`src/rtl/mem_arbiter.sv`:
```
// Two-requester arbiter for a single-port synchronous RAM: CPU has fixed priority, loader has a
// starvation guard. Define ARB_LOCK_EN to add the loader exclusive-ownership (LOCKED) mode.
module mem_arbiter #(
  parameter int unsigned DATA_WIDTH   = 8,
  parameter int unsigned ADDR_WIDTH   = 4,
  parameter int unsigned STARVE_LIMIT = 4
) (
  input  logic                  clk,
  input  logic                  reset,
  input  logic                  cpu_req,
  input  logic                  cpu_we,
  input  logic [ADDR_WIDTH-1:0] cpu_addr,
  input  logic [DATA_WIDTH-1:0] cpu_wdata,
  output logic                  cpu_gnt,
  output logic                  cpu_rvalid,
  output logic [DATA_WIDTH-1:0] cpu_rdata,
  input  logic                  ldr_req,
  input  logic                  ldr_we,
  input  logic [ADDR_WIDTH-1:0] ldr_addr,
  input  logic [DATA_WIDTH-1:0] ldr_wdata,
  input  logic                  ldr_lock,
  output logic                  ldr_gnt,
  output logic                  ldr_rvalid,
  output logic [DATA_WIDTH-1:0] ldr_rdata,
  output logic                  mem_we,
  output logic [ADDR_WIDTH-1:0] mem_addr,
  output logic [DATA_WIDTH-1:0] mem_wdata,
  input  logic [DATA_WIDTH-1:0] mem_rdata,
  output logic                  cpu_hold
);

  localparam logic [3:0] StarveMax = 4'(STARVE_LIMIT);

  typedef enum logic [1:0] {OwnNone, OwnCpu, OwnLdr} owner_e;

  owner_e                rd_owner_q, rd_owner_d;
  logic [3:0]            wait_cnt_q, wait_cnt_d;
  logic [DATA_WIDTH-1:0] cpu_rdata_q, cpu_rdata_d;
  logic [DATA_WIDTH-1:0] ldr_rdata_q, ldr_rdata_d;
  logic                  locked;

`ifdef ARB_LOCK_EN
  typedef enum logic {StArb, StLocked} state_e;

  state_e state_q, state_d;
  logic   cpu_hold_q, cpu_hold_d;

  always_comb begin
    state_d = state_q;
    unique case (state_q)
      StArb:    if (ldr_lock)  state_d = StLocked;
      StLocked: if (!ldr_lock) state_d = StArb;
    endcase
    // Hold tracks the state being entered so it rises/falls with the state itself.
    cpu_hold_d = (state_d == StLocked);
  end

  always_ff @(posedge clk or posedge reset) begin
    if (reset) begin
      state_q    <= StArb;
      cpu_hold_q <= 1'b0;
    end else begin
      state_q    <= state_d;
      cpu_hold_q <= cpu_hold_d;
    end
  end

  assign locked   = (state_q == StLocked);
  assign cpu_hold = cpu_hold_q;
`else
  logic unused_ldr_lock;
  assign unused_ldr_lock = ldr_lock;
  assign locked          = 1'b0;
  assign cpu_hold        = 1'b0;
`endif

  always_comb begin
    cpu_gnt = 1'b0;
    ldr_gnt = 1'b0;
    if (locked) begin
      ldr_gnt = ldr_req;
    end else if (ldr_req && (!cpu_req || wait_cnt_q == StarveMax)) begin
      ldr_gnt = 1'b1;
    end else begin
      cpu_gnt = cpu_req;
    end
  end

  always_comb begin
    wait_cnt_d = wait_cnt_q;
    if (!ldr_req || ldr_gnt || locked) begin
      wait_cnt_d = 4'd0;
    end else if (wait_cnt_q < StarveMax) begin
      wait_cnt_d = wait_cnt_q + 4'd1;
    end
  end

  always_comb begin
    mem_we    = 1'b0;
    mem_addr  = '0;
    mem_wdata = '0;
    if (cpu_gnt) begin
      mem_we    = cpu_we;
      mem_addr  = cpu_addr;
      mem_wdata = cpu_wdata;
    end else if (ldr_gnt) begin
      mem_we    = ldr_we;
      mem_addr  = ldr_addr;
      mem_wdata = ldr_wdata;
    end
  end

  always_comb begin
    rd_owner_d = OwnNone;
    if (cpu_gnt && !cpu_we) begin
      rd_owner_d = OwnCpu;
    end else if (ldr_gnt && !ldr_we) begin
      rd_owner_d = OwnLdr;
    end
    // Each side keeps its last returned word while the other side owns the read path.
    cpu_rdata_d = (rd_owner_q == OwnCpu) ? mem_rdata : cpu_rdata_q;
    ldr_rdata_d = (rd_owner_q == OwnLdr) ? mem_rdata : ldr_rdata_q;
  end

  always_ff @(posedge clk or posedge reset) begin
    if (reset) begin
      rd_owner_q  <= OwnNone;
      wait_cnt_q  <= 4'd0;
      cpu_rdata_q <= '0;
      ldr_rdata_q <= '0;
    end else begin
      rd_owner_q  <= rd_owner_d;
      wait_cnt_q  <= wait_cnt_d;
      cpu_rdata_q <= cpu_rdata_d;
      ldr_rdata_q <= ldr_rdata_d;
    end
  end

  assign cpu_rvalid = (rd_owner_q == OwnCpu);
  assign ldr_rvalid = (rd_owner_q == OwnLdr);
  assign cpu_rdata  = cpu_rvalid ? mem_rdata : cpu_rdata_q;
  assign ldr_rdata  = ldr_rvalid ? mem_rdata : ldr_rdata_q;

endmodule

```
`config.mk`:
```
export PLATFORM = sky130hd
export DESIGN_NAME = mem_arbiter
export DESIGN_NICKNAME = d
export VERILOG_FILES = /design/src/rtl/mem_arbiter.sv
export SDC_FILE = /design/constraint.sdc
export NUM_CORES = 1
export LEC_CHECK = 0
export BUFFER_PORTS_ARGS = -buffer_cell sky130_fd_sc_hd__buf_4
export CORE_UTILIZATION = 46
export CTS_BUF_LIST = sky130_fd_sc_hd__clkbuf_16
export DETAILED_ROUTE_END_ITERATION = 12
export GPL_TIMING_DRIVEN = 0
export HOLD_SLACK_MARGIN = 0.05
export PLACE_DENSITY = 0.84
export REMOVE_ABC_BUFFERS = 1
export SLEW_MARGIN = 25
export SYNTH_ARGS = -nofsm -noshare
export SYNTH_HDL_FRONTEND = slang
export SYNTH_SLANG_ARGS = --single-unit
```
`constraint.sdc`:
```
create_clock -name clk -period 3.7 [get_ports clk]
set_input_delay 0.185 -clock clk [delete_from_list [all_inputs] [get_ports clk]]
set_output_delay 0.185 -clock clk [all_outputs]
set_load 0.05 [all_outputs]
```
==> impl_table.tex, run 1 <==
\begin{tabular}{lr}
\hline
Metric & Value \\
\hline
\multicolumn{2}{l}{\textbf{Die}} \\
\quad Starting density of the core & 49.4\% \\
\quad Top-level I/O count & 73 \\
\quad Overall die height & 54.1 um \\
\quad Std-Cell Core Area & 2520 um\^{}2 \\
\quad Row count & 18 \\
\quad Floorplan die area & 2920 um\^{}2 \\
\quad Horizontal extent of the die & 54.1 um \\
\multicolumn{2}{l}{\textbf{STA}} \\
\quad Tcrit/Tclk final & 62.1\% \\
\quad Fin. Hold Viols & 0 \\
\quad Largest clock skew in the final design & 0.00361 ns \\
\quad Maximum operating frequency & 435 MHz \\
\quad Setup total negative slack & 0 ns \\
\quad Max-slew violations & 0 \\
\quad Unrepaired setup endpoints after global routing & false \\
\quad Slew of the pin with the lowest slew margin & 0.783 ns \\
\quad Relative slew slack & 47.7\% \\
\quad Crit path time final & 2.30 ns \\
\quad Final setup viols & 0 \\
\quad Worst Hold Margin & 0.0830 ns \\
\multicolumn{2}{l}{\textbf{Route}} \\
\quad Number of iterations in the first detailed-routing pass & 4 \\
\quad DRT antenna net count & 0 \\
\quad DRC violation count after routing & 0 \\
\quad Uppermost routed layer & met4 \\
\quad Detailed-route wire length on metal 1 & 1.05 mm \\
\quad Post-detailed-route via-to-cell ratio & 5.08 \\
\quad Routed wire length & 2.72 mm \\
\quad Met2 routed WL & 1.43 mm \\
\quad Via total after detailed routing & 1,072 \\
\quad Initial detailed-routing violation count & 5 \\
\quad Detail Route met3 WL & 233 um \\
\quad Wirelength per Cell & 12.9 um \\
\multicolumn{2}{l}{\textbf{Run status}} \\
\quad Outcome & finished clean \\
\multicolumn{2}{l}{\textbf{Worst setup path}} \\
\quad CP Capture Type & output pin \\
\quad Library cell contributing the largest single delay on the critical path & sky130\_fd\_sc\_hd\_\_a21boi\_2 \\
\quad CP Class & register to output pin \\
\quad Flop-to-flop setup slack & 2.21 ns \\
\quad Max FO, Critical Path & 13 \\
\quad Crit path largest cell delay & 0.58 ns \\
\quad Cell depth of the worst flop-to-flop path & 2 \\
\quad Crit path capture & mem\_addr[3] \\
\quad Worst Path Required & 3.51 ns \\
\quad Cells along the critical path & inv\_1 > ha\_1 > nor2b\_2 > a21boi\_2 > o22ai\_1 > buf\_4 \\
\quad Crit Reg-Reg Startpoint & rd\_owner\_q[0] \\
\quad Kind of launch point of the worst setup path & register \\
\quad Data arrival time of the critical path & 2.11 ns \\
\quad Critical path launch point & wait\_cnt\_q[0] \\
\quad Endpoint of the lowest-slack register-to-register path & ldr\_rdata\_q[6] \\
\multicolumn{2}{l}{\textbf{Clock tree}} \\
\quad Clock transition at the registers of the reported paths & 0.06 ns \\
\quad Total clock buffers created by CTS & 3 \\
\quad Buffer count from post-CTS setup fixing & 0 \\
\quad Number of gates resized after CTS & 0 \\
\quad Maximum number of buffers from clock root to sink & 2 \\
\quad Htree depth & 1 \\
\quad Worst-Skew Late Latency & 0.25 ns \\
\quad Hold bufs inserted after CTS & 0 \\
\quad CTS Root Buffer Type & sky130\_fd\_sc\_hd\_\_clkbuf\_16 \\
\quad Clock tree from TritonCTS & built \\
\quad Number of sinks on the clock net & 22 \\
\multicolumn{2}{l}{\textbf{Placed design}} \\
\quad Placer's final routability congestion estimate & 0.665 \\
\quad DPL Wire Length & 2.11 mm \\
\quad PortBufs & 70 \\
\multicolumn{2}{l}{\textbf{Finish}} \\
\quad Antenna diode count & 0 \\
\quad Total number of nets in the final design & 223 \\
\quad Area of combinational cells with multiple inputs & 601 um\^{}2 \\
\quad FILL cells & 178 \\
\quad Area occupied by registers & 551 um\^{}2 \\
\quad Share of cells above drive strength 1 & 58.0\% \\
\quad Layout overhead on the synthesized area & 47.5\% \\
\multicolumn{2}{l}{\textbf{Synth}} \\
\quad Flops \& latches, synth & 22 \\
\quad Area of the mapped netlist & 1250 um\^{}2 \\
\quad Mean Syn Cell Area & 10.7 um\^{}2 \\
\quad Most area-hungry cell type in the Yosys netlist & sky130\_fd\_sc\_hd\_\_dfrtp\_1 \\
\quad Count of warnings emitted by yosys & 0 \\
\quad Unique cell type count in the Yosys netlist & 26 \\
\quad Leading post-synthesis cells by cell area & sky130\_fd\_sc\_hd\_\_dfrtp\_1, sky130\_fd\_sc\_hd\_\_mux2\_2, sky130\_fd\_sc\_hd\_\_o22ai\_2, sky130\_fd\_sc\_hd\_\_nand2\_1, sky130\_fd\_sc\_hd\_\_buf\_6 \\
\quad Sequential-to-total area share from yosys stat & 44.2\% \\
\quad Post-synth top area share & 44.2\% \\
\quad Gate count of the mapped netlist & 116 \\
\multicolumn{2}{l}{\textbf{GRT}} \\
\quad Maximum number of pins on one net before global-route repair & 23 \\
\quad Remaining global-route overflow & 0 \\
\quad Overall Global Routing Usage & 20.1\% \\
\quad Global-route wire length before repair & 4.08 mm \\
\quad Antenna violations before repair & 0 \\
\quad Via count of the first global-routing pass & 951 \\
\multicolumn{2}{l}{\textbf{Power and ir drop}} \\
\quad Leakage & 0.000921 uW \\
\quad Power density of the placed cells & 522 nW/um\^{}2 \\
\quad Maximum vdd drop & 0.450 mV \\
\multicolumn{2}{l}{\textbf{Hold path}} \\
\quad Worst hold path type & input pin to async pin \\
\multicolumn{2}{l}{\textbf{Job}} \\
\quad Max-cap violations & 0 \\
\hline
\end{tabular}
## worst max-delay path: cells and delay by family, from the launching register on
| kind | cells | cell delay [ns] |
|---|---|---|
| buffers and inverters | 2 | 0.31 |
| DFF | 1 | 0.37 |
| and+or+nand+nor | 1 | 0.19 |
| AOI/OAI and AO/OA | 2 | 0.75 |
| adders and majority gates | 1 | 0.25 |
## flip-flops by register name, indices dropped and copies added, names as in the netlist
register	flops
cpu_rdata_q	8
ldr_rdata_q	8
rd_owner_q	2
wait_cnt_q	4
## cell usage in the layout, fill, tap and decap left out, drive strengths merged
master	n
buf	70
nand2	30
dfrtp	22
mux2	16
o22ai	13
inv	5
a21oi	3
clkbuf	3
nor2b	3
o21ai	2
nor2	2
ha	2
nand2b	2
nand4b	1
and2	1
a21boi	1
and2b	1
a2bb2oi	1
and3	1
conb	1
bufinv	1
## power breakdown
part | switching [uW] | internal [uW] | total, uW
Sequential | 10.2 | 276 | 286
Combinational | 250 | 129 | 379
Clock | 80.3 | 215 | 295
## Yosys cell counts, drive strengths merged
master and instances:
buf 8, dfrtp 22, ha 2, and3 1, dlymetal6s2s 1, inv 5
conb 1, nand2b 2, nand2 30, and2 1, nor2b 3, o21ai 2
a21boi 1, nand4b 1, and2b 1, a2bb2oi 1, o22ai 13, nor2 2
a21oi 3, mux2 16
## cell type report
type | count | share of cell area [%]
repair buffers | 70 | 28.6
clock buffers | 3 | 4.08
well taps | 30 | 2.04
clock inverters | 1 | 1.63
multi-input cells | 80 | 32.7
inverters | 5 | 1.02
flip-flops and latches | 22 | 30.0
## through the flow
| step | total power (uW) | setup WS, ns | utilization [%] | instances | instance area [um^2] |
|---|---|---|---|---|---|
| floorplan | 546 | 1.55 | - | 107 | 1170 |
| global placement | 660 | 1.73 | 68.7 | 207 | 1730 |
| detailed placement | 669 | 1.63 | 68.7 | 207 | 1730 |
| CTS | 971 | 1.36 | 72.9 | 211 | 1840 |
| global route | 998 | 1.27 | 72.9 | 211 | 1840 |
| finish | 960 | 1.40 | 72.9 | 211 | 1840 |
## logic make-up (layout without fill, tap and decap cells)
group / after synthesis / in the layout / share of synthesized area [%]
fa+ha+maj: 2 / 2 / 2.01
other cells: 1 / 1 / 0.301
flops: 22 / 22 / 44.2
compound gates: 20 / 20 / 14.7
buf+inv: 14 / 79 / 7.63
simple gates: 41 / 41 / 16.8
mux: 16 / 16 / 14.5
## metal layers
| layer | global-route usage (%) | vias to the layer above |
|---|---|---|
| met4 | 8.97 | 0 |
| met2 | 37.7 | 63 |
| li1 | - | 518 |
| met3 | 3.11 | 2 |
| met1 | 21.9 | 489 |
| met5 | 0 | - |
## worst min path at each step
stage / start / end
after floorplan: reset / cpu_rdata_q[0]
after global placement: ldr_we / rd_owner_q[1]
after detailed placement: ldr_we / rd_owner_q[1]
after CTS: ldr_we / rd_owner_q[1]
after global routing: cpu_we / rd_owner_q[0]
final: reset / cpu_rdata_q[0]
Note: power is estimated with default switching activity, not from simulation.
==> run 2, diff against run 1 <==
CORE_UTILIZATION = 39   (was 46)
PLACE_DENSITY = 0.76   (was 0.84)
clock period = 2 ns   (was 3.7 ns; I/O delays follow)
==> run 2 against run 1 <==
- core utilization is 11 points lower
- clock-buffer cell count stayed put
- largest cell class unchanged
- via count is 1.2% higher
==> impl_table.tex, run 2 (synthesis gave the netlist of run 1 again) <==
\begin{tabular}{lr}
\hline
Metric & Value \\
\hline
\multicolumn{2}{l}{\textbf{Die}} \\
\quad Floorplan die area & 3430 um\^{}2 \\
\quad Starting density of the core & 40.8\% \\
\quad Overall die height & 58.5 um \\
\quad Horizontal extent of the die & 58.5 um \\
\quad Top-level I/O count & 73 \\
\quad Std-Cell Core Area & 3050 um\^{}2 \\
\quad Row count & 20 \\
\multicolumn{2}{l}{\textbf{STA}} \\
\quad Fin. Hold Viols & 0 \\
\quad Tcrit/Tclk final & 91.7\% \\
\quad Maximum operating frequency & 545 MHz \\
\quad Crit path time final & 1.83 ns \\
\quad Slew of the pin with the lowest slew margin & 0.810 ns \\
\quad Unrepaired setup endpoints after global routing & false \\
\quad Final critical-path setup slack & 0.166 ns \\
\quad Final setup viols & 0 \\
\quad Max-slew violations & 0 \\
\quad Largest clock skew in the final design & 0.00150 ns \\
\quad Relative slew slack & 45.9\% \\
\quad Setup total negative slack & 0 ns \\
\multicolumn{2}{l}{\textbf{GRT}} \\
\quad GRT Max-Usage Layer & met2 \\
\quad Met3 GRT Util & 4.40\% \\
\quad Met2 routing resource usage after global routing & 28.9\% \\
\quad Antenna violations before repair & 0 \\
\quad Overall Global Routing Usage & 16.9\% \\
\quad Global-route wire length before repair & 4.35 mm \\
\quad Met1 usage & 19.8\% \\
\quad Via count of the first global-routing pass & 1,037 \\
\quad Maximum number of pins on one net before global-route repair & 23 \\
\quad Remaining global-route overflow & 0 \\
\multicolumn{2}{l}{\textbf{Placed design}} \\
\quad Placer's final routability congestion estimate & 0.707 \\
\quad DP Cell Count & 221 \\
\quad Pre-CTS WS & 0.0627 ns \\
\quad PortBufs & 70 \\
\quad DPL Wire Length & 2.05 mm \\
\multicolumn{2}{l}{\textbf{Worst setup path}} \\
\quad Endpoint of the lowest-slack register-to-register path & wait\_cnt\_q[0] \\
\quad Cells along the critical path & inv\_1 > ha\_1 > nor2b\_4 > a21boi\_4 > buf\_12 > o22ai\_1 > buf\_4 \\
\quad Kind of launch point of the worst setup path & register \\
\quad Data arrival time of the critical path & 1.73 ns \\
\quad Crit path largest cell delay & 0.39 ns \\
\quad Worst Path Required & 1.90 ns \\
\quad Max FO, Critical Path & 13 \\
\quad Crit Reg-Reg Startpoint & wait\_cnt\_q[0] \\
\quad Cell depth of the worst flop-to-flop path & 5 \\
\quad CP Capture Type & output pin \\
\quad Library cell contributing the largest single delay on the critical path & sky130\_fd\_sc\_hd\_\_dfrtp\_1 \\
\quad Flop-to-flop setup slack & 0.64 ns \\
\quad CP Class & register to output pin \\
\multicolumn{2}{l}{\textbf{Route}} \\
\quad Routed wire length & 2.65 mm \\
\quad Number of iterations in the first detailed-routing pass & 4 \\
\quad DRT antenna net count & 0 \\
\quad Wirelength per Cell & 11.6 um \\
\quad Post-detailed-route via-to-cell ratio & 4.74 \\
\quad Initial detailed-routing violation count & 8 \\
\quad DRC violation count after routing & 0 \\
\quad Via total after detailed routing & 1,085 \\
\multicolumn{2}{l}{\textbf{Finish}} \\
\quad Layout overhead on the synthesized area & 52.0\% \\
\quad Most common cell after layout, fill and taps aside & sky130\_fd\_sc\_hd\_\_buf\_4 \\
\quad Most frequent cells in the layout & sky130\_fd\_sc\_hd\_\_buf\_4, sky130\_fd\_sc\_hd\_\_nand2\_1, sky130\_fd\_sc\_hd\_\_dfrtp\_1 \\
\quad Share of cells above drive strength 1 & 57.3\% \\
\quad Total number of nets in the final design & 227 \\
\quad Antenna diode count & 0 \\
\quad Final core utilization & 62.0\% \\
\quad Area of combinational cells with multiple inputs & 616 um\^{}2 \\
\quad Registers with the most flip-flops & cpu\_rdata\_q x8, ldr\_rdata\_q x8, wait\_cnt\_q x4 \\
\quad Post-route insts no fill & 229 \\
\quad Area occupied by registers & 551 um\^{}2 \\
\quad FILL cells & 262 \\
\multicolumn{2}{l}{\textbf{Clock tree}} \\
\quad Clock tree from TritonCTS & built \\
\quad Htree depth & 1 \\
\quad Maximum number of buffers from clock root to sink & 2 \\
\quad Worst-Skew Late Latency & 0.25 ns \\
\quad Number of sinks on the clock net & 22 \\
\quad Total clock buffers created by CTS & 3 \\
\quad CTS Root Buffer Type & sky130\_fd\_sc\_hd\_\_clkbuf\_16 \\
\quad Clock transition at the registers of the reported paths & 0.06 ns \\
\multicolumn{2}{l}{\textbf{Power and ir drop}} \\
\quad Leakage & 0.000942 uW \\
\quad Power density of the placed cells & 871 nW/um\^{}2 \\
\quad Maximum vdd drop & 0.321 mV \\
\multicolumn{2}{l}{\textbf{Job}} \\
\quad Max-cap violations & 0 \\
\multicolumn{2}{l}{\textbf{Hold path}} \\
\quad Worst hold path type & input pin to register \\
\quad Worst Hold Endpoint & cpu\_rdata\_q[1] \\
\quad Hold Startpoint & mem\_rdata[1] \\
\quad Number of cells on the worst hold path & 2 \\
\multicolumn{2}{l}{\textbf{Run status}} \\
\quad Outcome & finished clean \\
\hline
\end{tabular}
run 2: cell types whose count changed in the layout (fill, tap and decap cells not counted), sizes merged:
cell         delta
buf             +1
bufinv          -1
clkinv          +1
dlygate4sd3     +3
run 2: worst max path at each step:
stage	from	slack, ns	to
2_1_floorplan	rd_owner_q[0]	-0.14	ldr_rdata_q[0]
3_3_place_gp	wait_cnt_q[0]	0.13	mem_we
3_5_place_dp	wait_cnt_q[0]	0.06	mem_we
4_1_cts	rd_owner_q[0]	0.03	ldr_rdata[6]
5_1_grt	wait_cnt_q[0]	0.03	mem_addr[2]
6_report	wait_cnt_q[0]	0.17	mem_addr[3]
run 2: layout make-up:
cell class / count / area share (%)
Multi-Input combinational cell: 80 / 32.5
Timing Repair Buffer: 74 / 30.4
Sequential cell: 22 / 29.1
Clock buffer: 3 / 3.96
Tap cell: 44 / 2.91
Inverter: 5 / 0.991
Clock inverter: 1 / 0.198
run 2: where the power goes:
| part | internal [uW] | switching, uW |
|---|---|---|
| clock | 266 | 148 |
| sequential | 511 | 16.2 |
| combinational | 248 | 460 |
| total | 1030 | 625 |
run 2: metal layers:
| layer | wire [um] | vias to the layer above | part of all wire (%) |
|---|---|---|---|
| li1 | - | 527 | - |
| met1 | 1110 | 490 | 42 |
| met2 | 1250 | 64 | 47 |
| met3 | 250 | 4 | 9.4 |
| met4 | 40 | 0 | 1.5 |
| met5 | 0 | - | 0 |
run 2: timing repair:
item	4_1_cts	5_1_grt
buffers inserted	1	0
gates resized for setup	1	2
setup endpoints to repair	13	10
pin swaps	1	0
hold buffers	3	0
hold endpoints to repair	24	0
gates cloned	0	0
run 2: per-stage QoR:
step	hold WS [ns]	power (uW)	instance area [um^2]
2_1_floorplan	0.0892	1010	1170
3_3_place_gp	0.267	1220	1750
3_5_place_dp	0.264	1240	1750
4_1_cts	0.103	1670	1890
5_1_grt	0.106	1730	1890
6_report	0.107	1650	1890
run 2: critical path, delay by kind of cell, from the launching register on:
family	cells	cell delay, ns
buf+inv	3	0.46
flops	1	0.39
fa+ha+maj	1	0.24
simple gates	1	0.21
compound gates	2	0.18
==> run 3, diff against run 2 <==
CORE_UTILIZATION = 46   (was 39)
PLACE_DENSITY = 0.84   (was 0.76)
clock period = 2.3 ns   (was 2 ns; I/O delays follow)
==> run 3 against run 2 <==
- core utilization rose by 12 points
- critical path depth shrank 1
- combinational power shrank 13%
- largest cell class unchanged
- clock power grew 14%
==> impl_table.tex, run 3 (synthesis gave the netlist of run 1 again) <==
\begin{tabular}{lr}
\hline
Metric & Value \\
\hline
\multicolumn{2}{l}{\textbf{Worst setup path}} \\
\quad Critical path launch point & wait\_cnt\_q[0] \\
\quad CP Class & register to output pin \\
\quad Kind of launch point of the worst setup path & register \\
\quad Max FO, Critical Path & 13 \\
\quad Crit path capture & mem\_addr[3] \\
\quad Endpoint of the lowest-slack register-to-register path & ldr\_rdata\_q[3] \\
\quad Crit Reg-Reg Startpoint & rd\_owner\_q[0] \\
\quad Worst Path Required & 2.18 ns \\
\quad Data arrival time of the critical path & 1.92 ns \\
\quad Flop-to-flop setup slack & 0.80 ns \\
\quad Cell depth of the worst flop-to-flop path & 2 \\
\quad CP Capture Type & output pin \\
\multicolumn{2}{l}{\textbf{Die}} \\
\quad Floorplan die area & 2920 um\^{}2 \\
\quad Top-level I/O count & 73 \\
\quad Std-Cell Core Area & 2520 um\^{}2 \\
\quad Row count & 18 \\
\quad Starting density of the core & 49.4\% \\
\quad Horizontal extent of the die & 54.1 um \\
\quad Overall die height & 54.1 um \\
\multicolumn{2}{l}{\textbf{GRT}} \\
\quad Maximum number of pins on one net before global-route repair & 23 \\
\quad Met3 GRT Util & 3.11\% \\
\quad Met1 usage & 22.1\% \\
\quad Met2 routing resource usage after global routing & 37.7\% \\
\quad Antenna violations before repair & 0 \\
\quad Overall Global Routing Usage & 20.2\% \\
\quad Global-route wire length before repair & 4.10 mm \\
\quad Via count of the first global-routing pass & 955 \\
\quad Remaining global-route overflow & 0 \\
\quad GRT Max-Usage Layer & met2 \\
\multicolumn{2}{l}{\textbf{STA}} \\
\quad Crit path time final & 2.03 ns \\
\quad Tcrit/Tclk final & 88.3\% \\
\quad Final setup viols & 0 \\
\quad Setup total negative slack & 0 ns \\
\quad Largest clock skew in the final design & 0.00315 ns \\
\quad Unrepaired setup endpoints after global routing & false \\
\quad Slew of the pin with the lowest slew margin & 0.789 ns \\
\quad Relative slew slack & 47.4\% \\
\quad Max-slew violations & 0 \\
\quad Fin. Hold Viols & 0 \\
\quad Maximum operating frequency & 492 MHz \\
\multicolumn{2}{l}{\textbf{Clock tree}} \\
\quad Maximum number of buffers from clock root to sink & 2 \\
\quad Total clock buffers created by CTS & 3 \\
\quad Clock tree from TritonCTS & built \\
\quad Htree depth & 1 \\
\quad Number of sinks on the clock net & 22 \\
\quad Worst-Skew Late Latency & 0.25 ns \\
\quad Clock transition at the registers of the reported paths & 0.06 ns \\
\quad CTS Root Buffer Type & sky130\_fd\_sc\_hd\_\_clkbuf\_16 \\
\multicolumn{2}{l}{\textbf{Finish}} \\
\quad Total number of nets in the final design & 225 \\
\quad Layout overhead on the synthesized area & 49.7\% \\
\quad Most frequent cells in the layout & sky130\_fd\_sc\_hd\_\_buf\_4, sky130\_fd\_sc\_hd\_\_nand2\_1, sky130\_fd\_sc\_hd\_\_dfrtp\_1 \\
\quad Antenna diode count & 0 \\
\quad Post-route insts no fill & 213 \\
\quad Most common cell after layout, fill and taps aside & sky130\_fd\_sc\_hd\_\_buf\_4 \\
\quad FILL cells & 174 \\
\quad Share of cells above drive strength 1 & 57.4\% \\
\quad Area occupied by registers & 551 um\^{}2 \\
\quad Registers with the most flip-flops & cpu\_rdata\_q x8, ldr\_rdata\_q x8, wait\_cnt\_q x4 \\
\quad Area of combinational cells with multiple inputs & 608 um\^{}2 \\
\quad Finished layout cell area & 1870 um\^{}2 \\
\multicolumn{2}{l}{\textbf{Run status}} \\
\quad Outcome & finished clean \\
\multicolumn{2}{l}{\textbf{Power and ir drop}} \\
\quad Sequential fraction of design power & 29.8\% \\
\quad Power density of the placed cells & 830 nW/um\^{}2 \\
\quad Switching portion of total power & 35.4\% \\
\quad Gate power share & 39.7\% \\
\quad Net switching power & 548 uW \\
\quad Maximum vdd drop & 0.725 mV \\
\quad Leakage & 0.000934 uW \\
\quad Clock network fraction of design power & 30.6\% \\
\quad Internal power & 1000 uW \\
\quad Sum of internal, switching and leakage power & 1550 uW \\
\multicolumn{2}{l}{\textbf{Placed design}} \\
\quad DP Cell Count & 207 \\
\quad Placer's final routability congestion estimate & 0.665 \\
\quad DPL Wire Length & 2.11 mm \\
\quad Placed instance area & 1730 um\^{}2 \\
\quad PortBufs & 70 \\
\multicolumn{2}{l}{\textbf{Route}} \\
\quad Via total after detailed routing & 1,075 \\
\quad Routed wire length & 2.78 mm \\
\quad DRC violation count after routing & 0 \\
\quad DRT antenna net count & 0 \\
\quad Wirelength per Cell & 13.1 um \\
\quad Initial detailed-routing violation count & 8 \\
\quad Number of iterations in the first detailed-routing pass & 4 \\
\quad Post-detailed-route via-to-cell ratio & 5.05 \\
\multicolumn{2}{l}{\textbf{Hold path}} \\
\quad Worst hold path type & input pin to async pin \\
\multicolumn{2}{l}{\textbf{Job}} \\
\quad Max-cap violations & 0 \\
\hline
\end{tabular}
## run 3: cell count changes in the layout (fill, tap and decap cells not counted), sizes merged
cell and change:
clkinv -1, dlygate4sd3 -1, bufinv +1, buf -1
## run 3: layout make-up
class	instances	area share [%]
Clock buffer	3	4.02
Clock inverter	1	1.61
Inverter	5	1.01
Multi-Input combinational cell	80	32.6
Sequential cell	22	29.5
Tap cell	30	2.01
Timing Repair Buffer	72	29.2
## run 3: worst max-delay path: stages, from the launching register on
cell and delay, ns:
sky130_fd_sc_hd__dfrtp_1 0.37, sky130_fd_sc_hd__inv_1 0.07, sky130_fd_sc_hd__ha_1 0.25, sky130_fd_sc_hd__nor2b_2 0.19, sky130_fd_sc_hd__a21boi_4 0.42, sky130_fd_sc_hd__o22ai_1 0.14, sky130_fd_sc_hd__buf_4 0.22
## run 3: how the worst min path moves through the flow
stage,slack [ns],end,depth (start not counted),start
5_1_grt,0.09,cpu_rdata_q[0],2,reset
4_1_cts,0.05,cpu_rdata_q[0],2,reset
6_report,0.02,cpu_rdata_q[7],2,reset
3_3_place_gp,0.28,rd_owner_q[1],2,ldr_we
2_1_floorplan,0.10,cpu_rdata_q[0],1,reset
3_5_place_dp,0.28,rd_owner_q[1],2,ldr_we
## run 3: what timing repair did
item / CTS / global route
gates resized for setup: 0 / 1
endpoints found under the setup margin: 0 / 2
endpoints found under the hold margin: 2 / 0
hold buffers: 2 / 0
setup buffers: 0 / 0
## run 3: metrics by stage
step	util, %	hold WS [ns]	setup WS, ns
3_5_place_dp	68.7	0.280	0.299
2_1_floorplan	-	0.104	0.161
5_1_grt	74.0	0.0945	0.160
4_1_cts	73.7	0.0501	0.0327
6_report	74.0	0.0165	0.269
3_3_place_gp	68.7	0.277	0.398
## run 3: power by group through the flow
| stage | clock network [uW] | registers [uW] | logic, uW |
|---|---|---|---|
| finish | 474 | 461 | 614 |
| floorplan | 0 | 461 | 418 |
| global placement | 0 | 463 | 599 |
| global route | 499 | 467 | 644 |
| CTS | 485 | 461 | 618 |
| detailed placement | 0 | 466 | 611 |
## run 3: routing by layer
layer,up-vias,wire [um]
li1,524,-
met1,484,1130
met2,63,1390
met3,4,227
met4,0,34
met5,-,0
